**config.mk**
```make
export PLATFORM = sky130hd
export DESIGN_NAME = fifo_stream_reader
export DESIGN_NICKNAME = d
export VERILOG_FILES = /design/src/rtl/fifo_stream_pkg.sv /design/src/rtl/fifo_stream_reader_skid_buf2.sv /design/src/rtl/fifo_stream_reader.sv
export SDC_FILE = /design/constraint.sdc
export NUM_CORES = 1
export LEC_CHECK = 0
export ABC_AREA = 0
export CORE_MARGIN = 2
export CORE_UTILIZATION = 45
export DETAILED_ROUTE_END_ITERATION = 8
export PLACE_DENSITY = 0.74
export SETUP_SLACK_MARGIN = 0.1
export SLEW_MARGIN = 0
export SYNTH_ARGS = -nofsm -noshare
export SYNTH_HDL_FRONTEND = slang
export SYNTH_SLANG_ARGS = --single-unit
export TNS_END_PERCENT = 1
```
**constraint.sdc**
```tcl
create_clock -name i_clk -period 3.6 [get_ports i_clk]
set_input_delay 0.72 -clock i_clk [delete_from_list [all_inputs] [get_ports i_clk]]
set_output_delay 0.72 -clock i_clk [all_outputs]
set_load 0.005 [all_outputs]
```
**src/rtl/fifo_stream_pkg.sv**
```systemverilog
// Shared types and constants for the FIFO stream reader and its skid buffer.
package fifo_stream_pkg;

  localparam int DATA_W     = 8;
  localparam int SKID_DEPTH = 2;

  typedef logic [DATA_W-1:0] word_t;
  typedef logic [1:0]        occ_t;

  // Occupancy after one cycle of simultaneous push/pop activity.
  function automatic occ_t occ_next(input occ_t occ, input logic push, input logic pop);
    occ_t nxt;
    nxt = occ;
    if (push && !pop) begin
      nxt = occ + 2'd1;
    end else if (pop && !push) begin
      nxt = occ - 2'd1;
    end
    return nxt;
  endfunction

endpackage

```
**src/rtl/fifo_stream_reader_skid_buf2.sv**
```systemverilog
// Two-entry circular skid buffer: push at the tail, pop from the head, head is registered data.
module skid_buf2
  import fifo_stream_pkg::*;
#(
  parameter int G_WIDTH = DATA_W
) (
  input  logic               i_clk,
  input  logic               i_arst_n,
  input  logic               i_push,
  input  logic [G_WIDTH-1:0] i_push_data,
  input  logic               i_pop,
  output logic [1:0]         o_occ,
  output logic [G_WIDTH-1:0] o_head
);

  logic [G_WIDTH-1:0] mem_q [SKID_DEPTH];
  logic [G_WIDTH-1:0] mem_d [SKID_DEPTH];
  logic               wr_ptr_q, wr_ptr_d;
  logic               rd_ptr_q, rd_ptr_d;
  occ_t               occ_q, occ_d;

  // The caller guarantees push only when space exists (after accounting for pop).
  always_comb begin
    mem_d    = mem_q;
    wr_ptr_d = wr_ptr_q;
    rd_ptr_d = rd_ptr_q;
    if (i_push) begin
      mem_d[wr_ptr_q] = i_push_data;
      wr_ptr_d        = ~wr_ptr_q;
    end
    if (i_pop) begin
      rd_ptr_d = ~rd_ptr_q;
    end
    occ_d = occ_next(occ_q, i_push, i_pop);
  end

  always_ff @(posedge i_clk or negedge i_arst_n) begin
    if (!i_arst_n) begin
      for (int i = 0; i < SKID_DEPTH; i++) begin
        mem_q[i] <= '0;
      end
      wr_ptr_q <= 1'b0;
      rd_ptr_q <= 1'b0;
      occ_q    <= '0;
    end else begin
      mem_q    <= mem_d;
      wr_ptr_q <= wr_ptr_d;
      rd_ptr_q <= rd_ptr_d;
      occ_q    <= occ_d;
    end
  end

  assign o_occ  = occ_q;
  assign o_head = mem_q[rd_ptr_q];

endmodule

```
**src/rtl/fifo_stream_reader.sv**
```systemverilog
// Read-side FIFO client re-presenting popped words as a valid/ready stream via a 2-entry skid buffer.
// Optional delivered-word counter o_word_cnt is built when FIFO_STREAM_READER_WORD_CNT_EN is defined.
module fifo_stream_reader
  import fifo_stream_pkg::*;
#(
  parameter int G_WIDTH  = DATA_W,
  parameter int G_WCNT_W = 16
) (
  input  logic                i_clk,
  input  logic                i_arst_n,
  input  logic                i_en,
  output logic                o_rd,
  input  logic                i_empty,
  input  logic [G_WIDTH-1:0]  i_data,
  input  logic                i_rd_done,
  output logic                o_valid,
  output logic [G_WIDTH-1:0]  o_data,
  input  logic                i_ready,
  output logic                o_err
`ifdef FIFO_STREAM_READER_WORD_CNT_EN
  ,
  output logic [G_WCNT_W-1:0] o_word_cnt
`endif
);

  if (G_WIDTH < 1) begin : g_bad_width
    $error("G_WIDTH must be positive");
  end
  if (G_WCNT_W < 1) begin : g_bad_wcnt
    $error("G_WCNT_W must be positive");
  end

  logic       pending_q, pending_d;
  logic       err_q, err_d;
  logic [1:0] occ;
  logic [2:0] committed;
  logic       pop, push, orphan, overflow;

  // Stream handshake: a word transfers on a cycle with o_valid && i_ready; once o_valid
  // rises, o_valid and o_data hold until that transfer, independent of i_en.
  assign pop = o_valid && i_ready;

  always_comb begin
    committed = {1'b0, occ} + {2'b00, pending_q} - {2'b00, pop};
    o_rd      = i_en && !i_empty && (committed < 3'(SKID_DEPTH));
    orphan    = i_rd_done && !pending_q;
    overflow  = i_rd_done && pending_q && (occ == 2'(SKID_DEPTH)) && !pop;
    push      = i_rd_done && !orphan && !overflow;
    pending_d = o_rd && !i_empty;
    err_d     = err_q || orphan || overflow;
  end

  always_ff @(posedge i_clk or negedge i_arst_n) begin
    if (!i_arst_n) begin
      pending_q <= 1'b0;
      err_q     <= 1'b0;
    end else begin
      pending_q <= pending_d;
      err_q     <= err_d;
    end
  end

  skid_buf2 #(
    .G_WIDTH (G_WIDTH)
  ) u_skid (
    .i_clk       (i_clk),
    .i_arst_n    (i_arst_n),
    .i_push      (push),
    .i_push_data (i_data),
    .i_pop       (pop),
    .o_occ       (occ),
    .o_head      (o_data)
  );

  assign o_valid = (occ != 2'd0);
  assign o_err   = err_q;

`ifdef FIFO_STREAM_READER_WORD_CNT_EN
  logic [G_WCNT_W-1:0] word_cnt_q, word_cnt_d;

  always_comb begin
    word_cnt_d = word_cnt_q + G_WCNT_W'(pop);
  end

  always_ff @(posedge i_clk or negedge i_arst_n) begin
    if (!i_arst_n) begin
      word_cnt_q <= '0;
    end else begin
      word_cnt_q <= word_cnt_d;
    end
  end

  assign o_word_cnt = word_cnt_q;
`endif

  a_rd_not_empty: assert property (@(posedge i_clk) disable iff (!i_arst_n)
    o_rd |-> !i_empty);

  a_occ_max: assert property (@(posedge i_clk) disable iff (!i_arst_n)
    occ <= 2'(SKID_DEPTH));

  a_hold_stall: assert property (@(posedge i_clk) disable iff (!i_arst_n)
    o_valid && !i_ready |=> $stable(o_data) && o_valid);

  // Orphan strobes are a reported protocol error (o_err), so they are excluded here.
  a_rd_done_follows_rd: assert property (@(posedge i_clk) disable iff (!i_arst_n)
    i_rd_done && !orphan |-> $past(o_rd && !i_empty));

endmodule

```
## Word-level counts from Yosys, hierarchy flattened

Cells that the tools add are included.

| operators by class | value |
|---|---|
| shifts and indexed selects | 0 |
| bitwise logic cells | 4 |
| eq/ne operators | 1 |
| reduce and logical (&&, ||, !) cells | 23 |
| div/mod/pow operators | 0 |
| add/subtract/negate cells | 4 |
| $lt $le $gt $ge | 4 |
| muxes and demuxes | 8 |
| $mul | 0 |

Operators with widths:

| operator | number |
|---|---|
| 8-bit 2-to-1 mux | 4 |
| 16-bit bitwise mux | 1 |
| 1-bit logical AND | 13 |
| 8-bit demux with 1-bit select | 1 |
| 1-bit zero test | 6 |
| 2-bit >= comparator, second input constant | 2 |
| 2-bit 2-to-1 mux | 2 |
| 1-bit NOT with 2-bit output | 2 |
| 2-bit nonzero test | 2 |
| 2-bit by 1-bit adder with 3-bit output | 1 |
| 3-bit by 2-bit < comparator with 1-bit output, second input constant | 1 |
| 3-bit by 1-bit subtractor with 3-bit output | 1 |
| 2-bit by 1-bit adder with 2-bit output, second input constant | 1 |
| 2-bit == test, second input constant | 1 |
| 1-bit logical OR | 2 |
| 2-bit by 1-bit < comparator with 1-bit output, second input constant | 1 |
| 1-bit NOT | 2 |
| 2-bit by 1-bit subtractor with 2-bit output, second input constant | 1 |

| storage, ports and cells | value |
|---|---|
| bits in writable memories | 0 |
| word-level logic and storage cells | 51 |
| bits in latches | 0 |
| bits in read-only memories | 0 |
| output and inout bits | 11 |
| input bits | 14 |
| memories kept | 0 |
| flip-flop bits (word level) | 22 |

## Depth between registers and ports, before layout

Gate-level depths: netlist of the first run.

| logic depth | value |
|---|---|
| word-level depth | 10 |
| gate-level depth with buffers | 6 |
| gate-level depth less buffers | 6 |

## Hierarchy

A second synthesis of the first run with hierarchy kept.

| second synthesis, totals | value |
|---|---|
| cells, all modules | 73 |
| area, all modules | 1059.8 um2 |

By module, submodules not included:

| module | cells each | area an instance (um2) | instances | seq. area each (um2) |
|---|---|---|---|---|
| skid_buf2 | 56 | 895.9 | 1 | 500.5 |
| fifo_stream_reader | 17 | 163.9 | 1 | 50.0 |

## Worst setup path after synthesis of the first run

OpenSTA, ideal clock, no wires.

| timing path | value |
|---|---|
| path type | input-to-output |
| start | input port i_ready |
| end | output port o_rd |
| slack | 1.125 ns |
| stages on the path | 5 |
| arrival | 1.755 ns |
| data required time | 2.880 ns |
| buffers on the path | 0 |
| path through | and3b_1 > o21ai_0 > fa_1 > xor2_1 > nor3_1 |

| between the ends | value |
|---|---|
| longest elaborated chain between the ends | 4 |

RTL lines:

| what | line | text |
|---|---|---|
| from (decl) | fifo_stream_reader.sv:18 | `input logic i_ready,` |
| 1-bit logical AND | fifo_stream_reader.sv:41 | `assign pop = o_valid && i_ready;` |
| 3-bit by 1-bit subtractor with 3-bit output | fifo_stream_reader.sv:44 | `committed = {1'b0, occ} + {2'b00, pending_q} - {2'b00, pop};` |
| 3-bit by 2-bit < comparator with 1-bit output | fifo_stream_reader.sv:45 | `o_rd = i_en && !i_empty && (committed < 3'(SKID_DEPTH));` |
| 1-bit logical AND | fifo_stream_reader.sv:45 |  |
| to (decl) | fifo_stream_reader.sv:12 | `output logic o_rd,` |

Every way passes these cells.

## Worst setup path in the final report of the first run

Ends and elaborated chain as after synthesis.

==> impl_metrics.py, run 1 <==
metrics = {
    "floorplan": {
        "core_area_sq_mm": 0.00219,
        "die_area_sq_mm": 0.00269,
        "fp.dieH_microns": 51.9,
        "io_pins": 25,
        "die_x_microns": 51.9,
        "start_util_pct": 47.1,
        "rows": 17,
    },
    "sta": {
        "tightest_slew_ps": 943,
        "relSlewSlack_pct": 36.9,
        "final.setup.tns_ps": 0,
        "drv_slew": 0,
        "setup_viol": 0,
        "setup_slack_ps": 361,
        "rsz0062_at_grt": "no",
        "hold_viol": 0,
        "finalCriticalPeriod_ps": 3240,
        "hold_slack_ps": 485,
        "post-route-period-util_pct": 90.0,
        "skew_ps": 8.80,
        "max_freq_mhz": 309,
    },
    "drt": {
        "post-route-drc-count": 0,
        "routed_via_density": 5.03,
        "wl_per_cell_microns": 14.7,
        "routed_wl_mm": 1.87,
        "dr.pass1.iters": 2,
        "ant_nets": 0,
        "vias": 639,
        "drtIter0Drc": 4,
    },
    "synthesis": {
        "synthesis.area_sq_mm": 0.00103,
        "synthMuxAreaShare_pct": 26.2,
        "yosys_warnings": 0,
        "ys.flop_type": "dfrtp_1",
        "synth.most_common_cell": "mux2_2",
        "yosys-top-cells-count": "24 x mux2_2, 22 x dfrtp_1, 4 x xor2_1",
        "ys_seq_elements": 22,
        "yosysUniqueCellTypes": 18,
        "async_flop_share_pct": 100,
        "avgSynthCellArea_sq_um": 14.5,
        "syn-num-nets": 87,
        "synth_area_leaders": "dfrtp_1 53%, mux2_2 26%, nor3b_4 3.6%",
        "synthCells": 71,
        "synth_top_area_cell": "dfrtp_1",
        "synth_compound_area_share_pct": 1.21,
        "yosys.area_share.adder_pct": 3.15,
        "synth_top_area_share_pct": 53.3,
        "synthXorXnorAreaFrac_pct": 5.09,
        "synth-edff-count": 0,
        "synth_top_family_by_area": "multiplexers",
        "yosysSeqAreaShare_pct": 53.3,
        "yosys.area_share.simple_pct": 10.7,
    },
    "critical_path": {
        "cp_slowest_stage_delay_ps": 430,
        "r2r_slack_ps": 1890,
        "rr_startpoint": "u_skid.o_occ[0]",
        "cp_data_arrival_time_ps": 2520,
        "path_class": "input port to output pin",
        "worstSetupStartpointType": "input port",
        "worstPathCellList": "clkdlybuf4s50_1 -> buf_4 -> nor2b_1 -> o21ai_0 -> fa_1 -> xor2_1 -> nor3_1 -> dlygate4sd2_1",
        "cp_slowest_cell": "clkdlybuf4s50_1",
        "cp-end-kind": "output pin",
        "r2r_end": "pending_q",
        "worstPathMaxFanout": 3,
        "worstPathRequired_ps": 2880,
        "r2r_cells": 5,
        "critPathLaunch": "i_ready",
    },
    "cts": {
        "holdBufCountCts": 0,
        "clock_sinks": 22,
        "cts_htree_levels": 1,
        "cts_tree": "done",
        "clk_pin_slew_ps": 120,
        "cts_root_buffer": "clkbuf_4",
        "cts_buffer_depth": 2,
        "insertion_delay_ps": 310,
        "cts-buffers-inserted": 3,
    },
    "grt": {
        "grt_pass1_wl_mm": 3.15,
        "grt_max_degree": 23,
        "track_usage_pct": 16.7,
        "antenna_found_initial": 0,
        "grt_pass1_vias": 674,
        "gr-total-overflow": 0,
    },
    "pwr": {
        "pwr-share-clk_pct": 13.1,
        "combPwrFrac_pct": 43.3,
        "power_frac_seq_pct": 43.6,
        "power.internal_uw": 726,
        "total_leakage_power_nw": 0.584,
        "power.density_mw_per_mm2": 766,
        "peakVddDrop_mv": 0.419,
        "sw_frac_of_total_pct": 29.5,
        "switchingPower_uw": 304,
    },
    "placed_design": {
        "gp_congestion": 0.655,
        "pre_cts_ws_ps": 83.9,
        "dp_hpwl_mm": 1.32,
        "io_buffer_count": 24,
    },
    "job": {
        "maxCapViolCount": 0,
    },
    "finish": {
        "layout.nets": 116,
        "n_antenna_cell": 0,
        "drive_gt1_share_pct": 33.3,
        "area_growth_pct": 30.4,
    },
    "min_path": {
        "min_path_type": "flip-flop to flip-flop",
        "hold_depth": 1,
        "min-delay-start": "o_err",
        "min_to": "o_err",
    },
    "outcome": {
        "status": "complete, no violations",
    },
}
## metal layers
metal  track usage, %  wire length (microns)  up-vias
met5                0                      0        -
met4             6.58                     25        0
met3             4.02                     85        4
met2             26.4                    889       14
met1             22.1                    866      316
li1                 -                      -      305
## cells in the final DEF, fill, tap and decap left out, drive strengths merged, types with 2 or more instances in the layout
cell type      instances
clkbuf                 4
nor3b                  2
nor3                   3
xnor2                  2
mux2                  24
xor2                   4
clkdlybuf4s50         23
dfrtp                 22
nor2                   2
nand2                  3
## worst max-delay path, delay by kind of cell
| family | cells | cell delay (ps) |
|---|---|---|
| compound gates | 1 | 120 |
| xor+xnor | 1 | 160 |
| fa+ha+maj | 1 | 390 |
| buf+inv | 3 | 840 |
| simple gates | 2 | 280 |
## power groups by stage
stage,sequential [mW],clock [mW],combinational (mW)
finish,0.449,0.135,0.447
global route,0.467,0.152,0.490
CTS,0.451,0.139,0.456
detailed placement,0.457,0,0.452
global placement,0.446,0,0.442
floorplan,0.416,0,0.286
## metrics by stage
step,cells,util (%),total power [mW],area [sq um]
6_report,127,61.5,1.03,1350
5_1_grt,127,61.5,1.11,1350
4_1_cts,127,61.5,1.05,1350
3_5_place_dp,123,59.9,0.910,1310
3_3_place_gp,123,59.9,0.888,1310
2_1_floorplan,71,-,0.702,1030
## registers in the layout, indices dropped and copies added, names as in the netlist
signal / flops
u_skid.o_occ: 2
o_err: 1
pending_q: 1
u_skid.mem_q: 16
u_skid.rd_ptr_q: 1
u_skid.wr_ptr_q: 1
## cell type report
cell class                 instances  area (sq um)
multi-input combinational         48           478
fill                             184           845
clock buffer                       4          36.3
tap                               28          35.0
sequential                        22           551
timing repair buffer              25           246
## cell families after synthesis
| family | Yosys count |
|---|---|
| buffers and inverters | 1 |
| and+or+nand+nor | 14 |
| xor gates and xnor gates | 6 |
| AOI/OAI and AO/OA | 2 |
| adders and majority gates | 2 |
| DFF | 22 |
| muxes | 24 |
## repair_timing
action / in CTS / in global routing
setup endpoints to repair: 1 / 0
buffers inserted: 0 / 0
resized for setup: 1 / 0
## worst max-delay path by stage
stage / endpoint / slack (ps) / cells after the start
finish: o_rd / 360 / 8
detailed placement: o_rd / 80 / 7
global placement: o_rd / 160 / 7
floorplan: o_rd / 1120 / 5
global route: o_rd / 240 / 7
CTS: o_rd / 330 / 8
Note: power is estimated with default switching activity, not from simulation.
==> run 2: changes to the inputs <==
Settings changed: CORE_UTILIZATION 45 to 51, MAX_ROUTING_LAYER from default to met4, PLACE_DENSITY 0.74 to 0.82.
==> run 2 against run 1 <==
  * Count of clock-buffer cells in the layout fell by 1
  * Fmax rose by 1.2%
  * Non-clock buffer count is the same
  * Total power down 2.7%
  * Clock skew is 7.9 ps lower
  * Combinational power barely moved
  * Cell area decreased by 1.1%
  * Clock power decreased by 21%
  * Critical endpoint unchanged
  * Largest cell class unchanged
  * Largest power group unchanged
  * Highest routed layer unchanged
==> impl_metrics.py, run 2 (synthesized netlist as in run 1, its figures left out) <==
metrics = {
    "critical_path": {
        "r2r_cells": 6,
        "rr_startpoint": "u_skid.o_occ[1]",
        "worstPathMaxFanout": 2,
        "worstSetupStartpointType": "input port",
        "cp-end-kind": "output pin",
        "cp_data_arrival_time_ps": 2480,
        "worstPathRequired_ps": 2880,
        "r2r_slack_ps": 1880,
        "r2r_end": "u_skid.o_occ[1]",
        "path_class": "input port to output pin",
    },
    "placed_design": {
        "gp_congestion": 0.660,
        "dp_hpwl_mm": 1.37,
        "io_buffer_count": 24,
    },
    "grt": {
        "antenna_found_initial": 0,
        "grt_max_degree": 23,
        "track_usage_pct": 18.8,
        "grt_pass1_vias": 708,
        "grt_pass1_wl_mm": 3.21,
        "gr-total-overflow": 0,
    },
    "cts": {
        "clock_sinks": 22,
        "cts_setup_buffers": 0,
        "cts_root_buffer": "clkbuf_4",
        "cts_buffer_depth": 2,
        "cts-buffers-inserted": 3,
        "insertion_delay_ps": 290,
        "cts_htree_levels": 1,
        "cts_tree": "done",
        "clk_pin_slew_ps": 110,
        "holdBufCountCts": 0,
    },
    "sta": {
        "post-route-period-util_pct": 88.9,
        "rsz0062_at_grt": "no",
        "max_freq_mhz": 312,
        "setup_viol": 0,
        "hold_viol": 0,
        "final.setup.tns_ps": 0,
        "drv_slew": 0,
        "relSlewSlack_pct": 35.6,
        "skew_ps": 0.909,
        "finalCriticalPeriod_ps": 3200,
        "hold_slack_ps": 473,
        "tightest_slew_ps": 962,
    },
    "floorplan": {
        "die_x_microns": 49.0,
        "die_area_sq_mm": 0.00240,
        "core_area_sq_mm": 0.00194,
        "fp.dieH_microns": 49.0,
        "start_util_pct": 53.2,
        "rows": 16,
        "io_pins": 25,
    },
    "drt": {
        "vias": 637,
        "drtIter0Drc": 2,
        "post-route-drc-count": 0,
        "wl_per_cell_microns": 14.2,
        "dr.pass1.iters": 4,
        "routed_via_density": 5.10,
        "routed_wl_mm": 1.78,
        "ant_nets": 0,
    },
    "pwr": {
        "peakVddDrop_mv": 0.456,
        "power.density_mw_per_mm2": 753,
        "total_leakage_power_nw": 0.576,
    },
    "finish": {
        "nFillCells": 157,
        "utilization_pct": 68.6,
        "final_cell_mix": "24 x mux2_2, 23 x clkdlybuf4s50_1, 22 x dfrtp_1",
        "n_antenna_cell": 0,
        "drive_gt1_share_pct": 32.7,
        "layout_commonest_cell": "mux2_2",
        "area_growth_pct": 29.0,
        "layout.nets": 116,
        "largest_reg_flops": 16,
        "largest_register": "u_skid.mem_q",
    },
    "job": {
        "maxCapViolCount": 0,
    },
    "min_path": {
        "min_path_type": "flip-flop to flip-flop",
        "hold_depth": 1,
        "min-delay-start": "o_err",
        "min_to": "o_err",
    },
    "outcome": {
        "status": "complete, no violations",
    },
}
run 2: cell count changes in the layout (fill, tap and decap cells not counted), sizes merged:
cell    change
clkbuf      -1
run 2: worst max-delay path, cell delays in order:
cell and delay, ps:
clkdlybuf4s50_1 470, and3b_1 200, o21ai_0 120, fa_1 380
xor2_1 160, nor3_1 170, dlygate4sd2_1 260
run 2: worst max-delay path by stage:
stage / start / endpoint / slack (ps) / cells after the start
finish: i_ready / o_rd / 400 / 7
global route: i_ready / o_rd / 320 / 7
CTS: i_ready / o_rd / 380 / 7
detailed placement: i_ready / o_rd / 80 / 7
global placement: i_ready / o_rd / 150 / 7
floorplan: i_ready / o_rd / 1120 / 5
run 2: report_power, final:
group	leakage [nW]	switching [mW]	internal (mW)
clock	0.0138	0.0667	0.0389
combinational	0.289	0.137	0.310
sequential	0.273	0.0948	0.355
run 2: metal layers:
metal,up-vias,track usage [%],share of wire [%]
met3,2,3.68,4.5
met1,315,21.6,43
met4,0,10.0,1.2
li1,305,-,-
met2,15,31.1,51
met5,-,-,0
run 2: through the flow:
step / std cells / total power, mW / setup WS, ps / cell area [sq um]
floorplan: 71 / 0.702 / 1120 / 1030
global placement: 122 / 0.888 / 150 / 1310
detailed placement: 122 / 0.913 / 80.0 / 1310
CTS: 125 / 1.02 / 376 / 1330
global route: 125 / 1.08 / 321 / 1330
finish: 125 / 1.00 / 399 / 1330
run 2: timing repair:
item | in CTS | in global routing
hold endpoints to repair | 0 | 0
gates resized for setup | 1 | 0
endpoints found under the setup margin | 1 | 0
run 2: area by class of cell:
class	instances	area, sq um	share of cell area [%]
Multi-Input combinational cell	48	478	35.9
Clock buffer	3	22.5	1.69
Tap cell	27	33.8	2.54
Sequential cell	22	551	41.4
Timing Repair Buffer	25	246	18.5
==> edit 1 (flow settings as in run 1) <==
Add a define of `FIFO_STREAM_READER_WORD_CNT_EN`.
--- a/src/rtl/fifo_stream_reader.sv
+++ b/src/rtl/fifo_stream_reader.sv
@@ -1,5 +1,7 @@
 // Read-side FIFO client re-presenting popped words as a valid/ready stream via a 2-entry skid buffer.
 // Optional delivered-word counter o_word_cnt is built when FIFO_STREAM_READER_WORD_CNT_EN is defined.
+`define FIFO_STREAM_READER_WORD_CNT_EN
+
 module fifo_stream_reader
   import fifo_stream_pkg::*;
 #(
Behaviour (old outputs only; new: o_word_cnt): unchanged (equiv_simple and equiv_induct, registers matched by name and starting in step).
==> edit 1 against run 1 <==
Power is 53% higher; sequential cell count is 16 higher; synthesized cell count is 85% higher; area after synthesis is 66% higher; first-iteration DRC count grew to 16 times the old value; wire length is 73% higher; critical path type unchanged; design area is 69% higher; setup slack better by 14 ps.
==> edit 1: results <==
export IMPL_grt_pass1_vias=1209
export IMPL_multi_input_area_um2=738
export IMPL_status="completed"
export IMPL_synth_cell_type_count=21
export IMPL_drive_above_1_share_pct=22.2
export IMPL_critical_path_slowest_cell="clkdlybuf4s50_1"
export IMPL_placedCellCount=220
export IMPL_ys_seq_area_share_pct=55.6
export IMPL_drt_first_pass_iters=4
export IMPL_io_buffers=40
export IMPL_gp_congestion=0.777
export IMPL_nets=197
export IMPL_htreeDepth=2
export IMPL_hpwl_um=2350
export IMPL_num_fill_cells=282
export IMPL_track_usage_pct=17.4
export IMPL_clk_latency_ps=290
export IMPL_finClkSkew_ps=7.83
export IMPL_worst_pin_slew_ps=815
export IMPL_arrival_ps=2510
export IMPL_clkTransAtPathRegs_ps=70
export IMPL_cts_buffers=5
export IMPL_finalWirelength_um=3220
export IMPL_crit_family="buffers and inverters"
export IMPL_post_cts_buffers=0
export IMPL_placed_area_um2=2180
export IMPL_ir_worst_vdd_v=0.000373
export IMPL_grt_max_degree=39
export IMPL_leakagePower_nw=1.02
export IMPL_grt_pass1_wl_um=5560
export IMPL_avgSynthCellArea_um2=13.1
export IMPL_layout_cells_non_filler=228
edit 1: changes by cell type in the layout (fill, tap and decap cells not counted), sizes merged, moves of 3 or more:
cell / change
inv: +5
nand2: +4
clkdlybuf4s50: +15
dfrtp: +16
nor2: +4
nor4: +4
nand3: +5
nand4: +3
xnor2: +4
xor2: +10
nor3: +4
edit 1: what timing repair did:
action                                 4_1_cts  5_1_grt
gates resized for setup                      1        0
setup endpoints to repair                    1        0
endpoints found under the hold margin        0        0
edit 1: stage by stage:
stage | total power [mW] | hold slack [ps] | setup slack (ps)
after CTS | 1.60 | 481 | 350
after global routing | 1.70 | 509 | 216
final | 1.58 | 473 | 374
after floorplan | 0.997 | 424 | 1100
after detailed placement | 1.30 | 469 | 99.5
after global placement | 1.26 | 451 | 165
edit 1: cell families after synthesis:
family / count (synthesis) / share of synthesized area (%)
simple gates: 37 / 13.2
compound gates: 2 / 0.585
fa+ha+maj: 4 / 3.36
mux: 24 / 15.8
xor+xnor: 20 / 10.2
buf+inv: 6 / 1.32
flops: 38 / 55.6
edit 1: cell type report:
type                            instances  area share, %
Clock buffer                            6           3.63
Clock inverter                          2          0.551
Inverter                                5          0.826
Multi-Input combinational cell         87           32.5
Sequential cell                        38           41.9
Tap cell                               48           2.64
Timing Repair Buffer                   42           18.0
edit 1: power by group:
part           internal [mW]  switching [mW]
Clock                  0.154           0.145
Combinational          0.388           0.183
Sequential             0.570           0.138
Total                   1.11           0.467
edit 1: routing by layer:
metal  vias to the layer above  share of wire, %  GRT usage, %
met5                         -                 0             0
met4                         0               2.1          7.03
met3                         5               4.5          5.48
met2                        22                50          27.5
met1                       562                44          22.1
li1                        546                 -             -
edit 1: worst reg2reg max path: stages, from the launching register on:
cell	delay [ps]
dfrtp_1	490
or2_2	180
nand2_1	110
inv_1	80
ha_1	180
ha_1	190
nand3_1	220
nor4_1	390
xor2_1	180
edit 1: final timing paths:
check / startpoint / endpoint / slack, ps / depth (start not counted)
worst max-delay path: i_ready / o_rd / 370 / 8
worst min-delay path: o_word_cnt[15] / o_word_cnt[15] / 470 / 1
worst max register to register: u_skid.o_occ[0] / o_word_cnt[14] / 1510 / 8
worst min register to register: o_word_cnt[15] / o_word_cnt[15] / 470 / 1
max in group asynchronous: i_arst_n / o_word_cnt[0] / 2570 / 1
min in group asynchronous: i_arst_n / o_word_cnt[6] / 510 / 1
==> edit 2 (settings of run 1) <==
Without the edit above. Put one more register stage on the output `o_err`, cleared by the reset. The value now appears one clock later. The other outputs are not delayed to match.
--- a/src/rtl/fifo_stream_reader.sv
+++ b/src/rtl/fifo_stream_reader.sv
@@ -73,7 +73,13 @@
   );
 
   assign o_valid = (occ != 2'd0);
-  assign o_err   = err_q;
+  always_ff @(posedge i_clk or negedge i_arst_n) begin
+    if (!i_arst_n) begin
+      o_err <= '0;
+    end else begin
+      o_err <= err_q;
+    end
+  end
 
 `ifdef FIFO_STREAM_READER_WORD_CNT_EN
   logic [G_WCNT_W-1:0] word_cnt_q, word_cnt_d;
Behaviour: not the same (a bounded check fails within 4 cycles, from zero or initial values and one cycle with i_arst_n low).
==> edit 2 against run 1 <==
Sequential cell count up 1; non-clock buffer count up 1; area after synthesis increased by 2.4%; setup slack better by 160 ps; sequential power grew 3%; hold slack worse by 87 ps; wire length shrank 2.7%; critical path type unchanged; design area up 2.0%; largest power group unchanged; highest routed layer unchanged; power down 0.22%.
==> edit 2: results <==
export IMPL_dr_max_layer_used="met4"
export IMPL_synthMuxAreaShare_pct=25.6
export IMPL_post_cts_buffers=1
export IMPL_clkTransAtPathRegs_ps=120
export IMPL_status="completed"
export IMPL_grt_util_met2_pct=24.2
export IMPL_grt_pass1_wl_um=3010
export IMPL_slowest_delay_ps=490
export IMPL_grtUsageMet3_pct=2.57
export IMPL_wl_met2_um=888
export IMPL_internal_power_mw=0.722
export IMPL_post_place_ws_ps=88.0
export IMPL_use_met1_pct=20.5
export IMPL_hpwl_um=1330
export IMPL_drt_first_pass_iters=4
export IMPL_grt_max_degree=24
export IMPL_post_cts_resized=0
export IMPL_num_fill_cells=178
export IMPL_placed_area_um2=1340
export IMPL_synth_ff_type="dfrtp_1"
export IMPL_powerDensity_nw_per_um2=749
export IMPL_leakagePower_nw=0.607
export IMPL_synthAdderAreaFrac_pct=3.08
export IMPL_drt_iter0_drc=6
export IMPL_ir_worst_vdd_v=0.000482
export IMPL_drive_above_1_share_pct=33.7
export IMPL_io_buffers=24
export IMPL_nets=118
export IMPL_gp_congestion=0.743
export IMPL_synthTopCellsByArea="dfrtp_1 54%, mux2_2 26%, nor3b_4 3.6%, xor2_1 3.3%, fa_1 1.9%"
export IMPL_routed_wl_met3_um=66
export IMPL_crit_fanout=2
export IMPL_grt_pass1_vias=672
export IMPL_pg_clk_mw=0.115
export IMPL_finalWirelength_um=1820
export IMPL_slew_headroom_pct=32.9
export IMPL_netlist_instances=72
export IMPL_layout_cells_non_filler=129
export IMPL_syn_nets=88
export IMPL_finClkSkew_ps=5.71
export IMPL_wl_met1_um=845
export IMPL_track_usage_pct=15.6
export IMPL_synth_compound_area_share_pct=1.18
export IMPL_ys_seq_area_share_pct=54.4
export IMPL_synthXorXnorAreaFrac_pct=4.97
export IMPL_arrival_ps=2360
edit 2: cell types whose count changed in the layout (fill, tap and decap cells not counted), sizes merged:
cell	delta
clkbuf	-1
dfrtp	+1
buf	+1
dlymetal6s2s	+1
clkinv	+1
dlygate4sd2	-1
edit 2: final timing paths:
check / start / end / slack [ps] / depth (start not counted)
worst max register to register: u_skid.o_occ[1] / u_skid.o_occ[1] / 1890 / 6
worst max-delay path: i_ready / o_rd / 520 / 7
worst min register to register: err_q / o_err / 400 / 0
worst min-delay path: err_q / o_err / 400 / 0
max in group asynchronous: i_arst_n / u_skid.o_occ[1] / 2040 / 1
min in group asynchronous: i_arst_n / u_skid.mem_q[11] / 950 / 1
edit 2: area by class of cell:
cell class	count	area, um^2	share of cell area [%]
clock buffer	3	22.5	1.64
timing repair buffer	26	258	18.8
sequential	23	576	41.9
tap	28	35.0	2.55
multi-input combinational	48	478	34.8
clock inverter	1	5.00	0.364
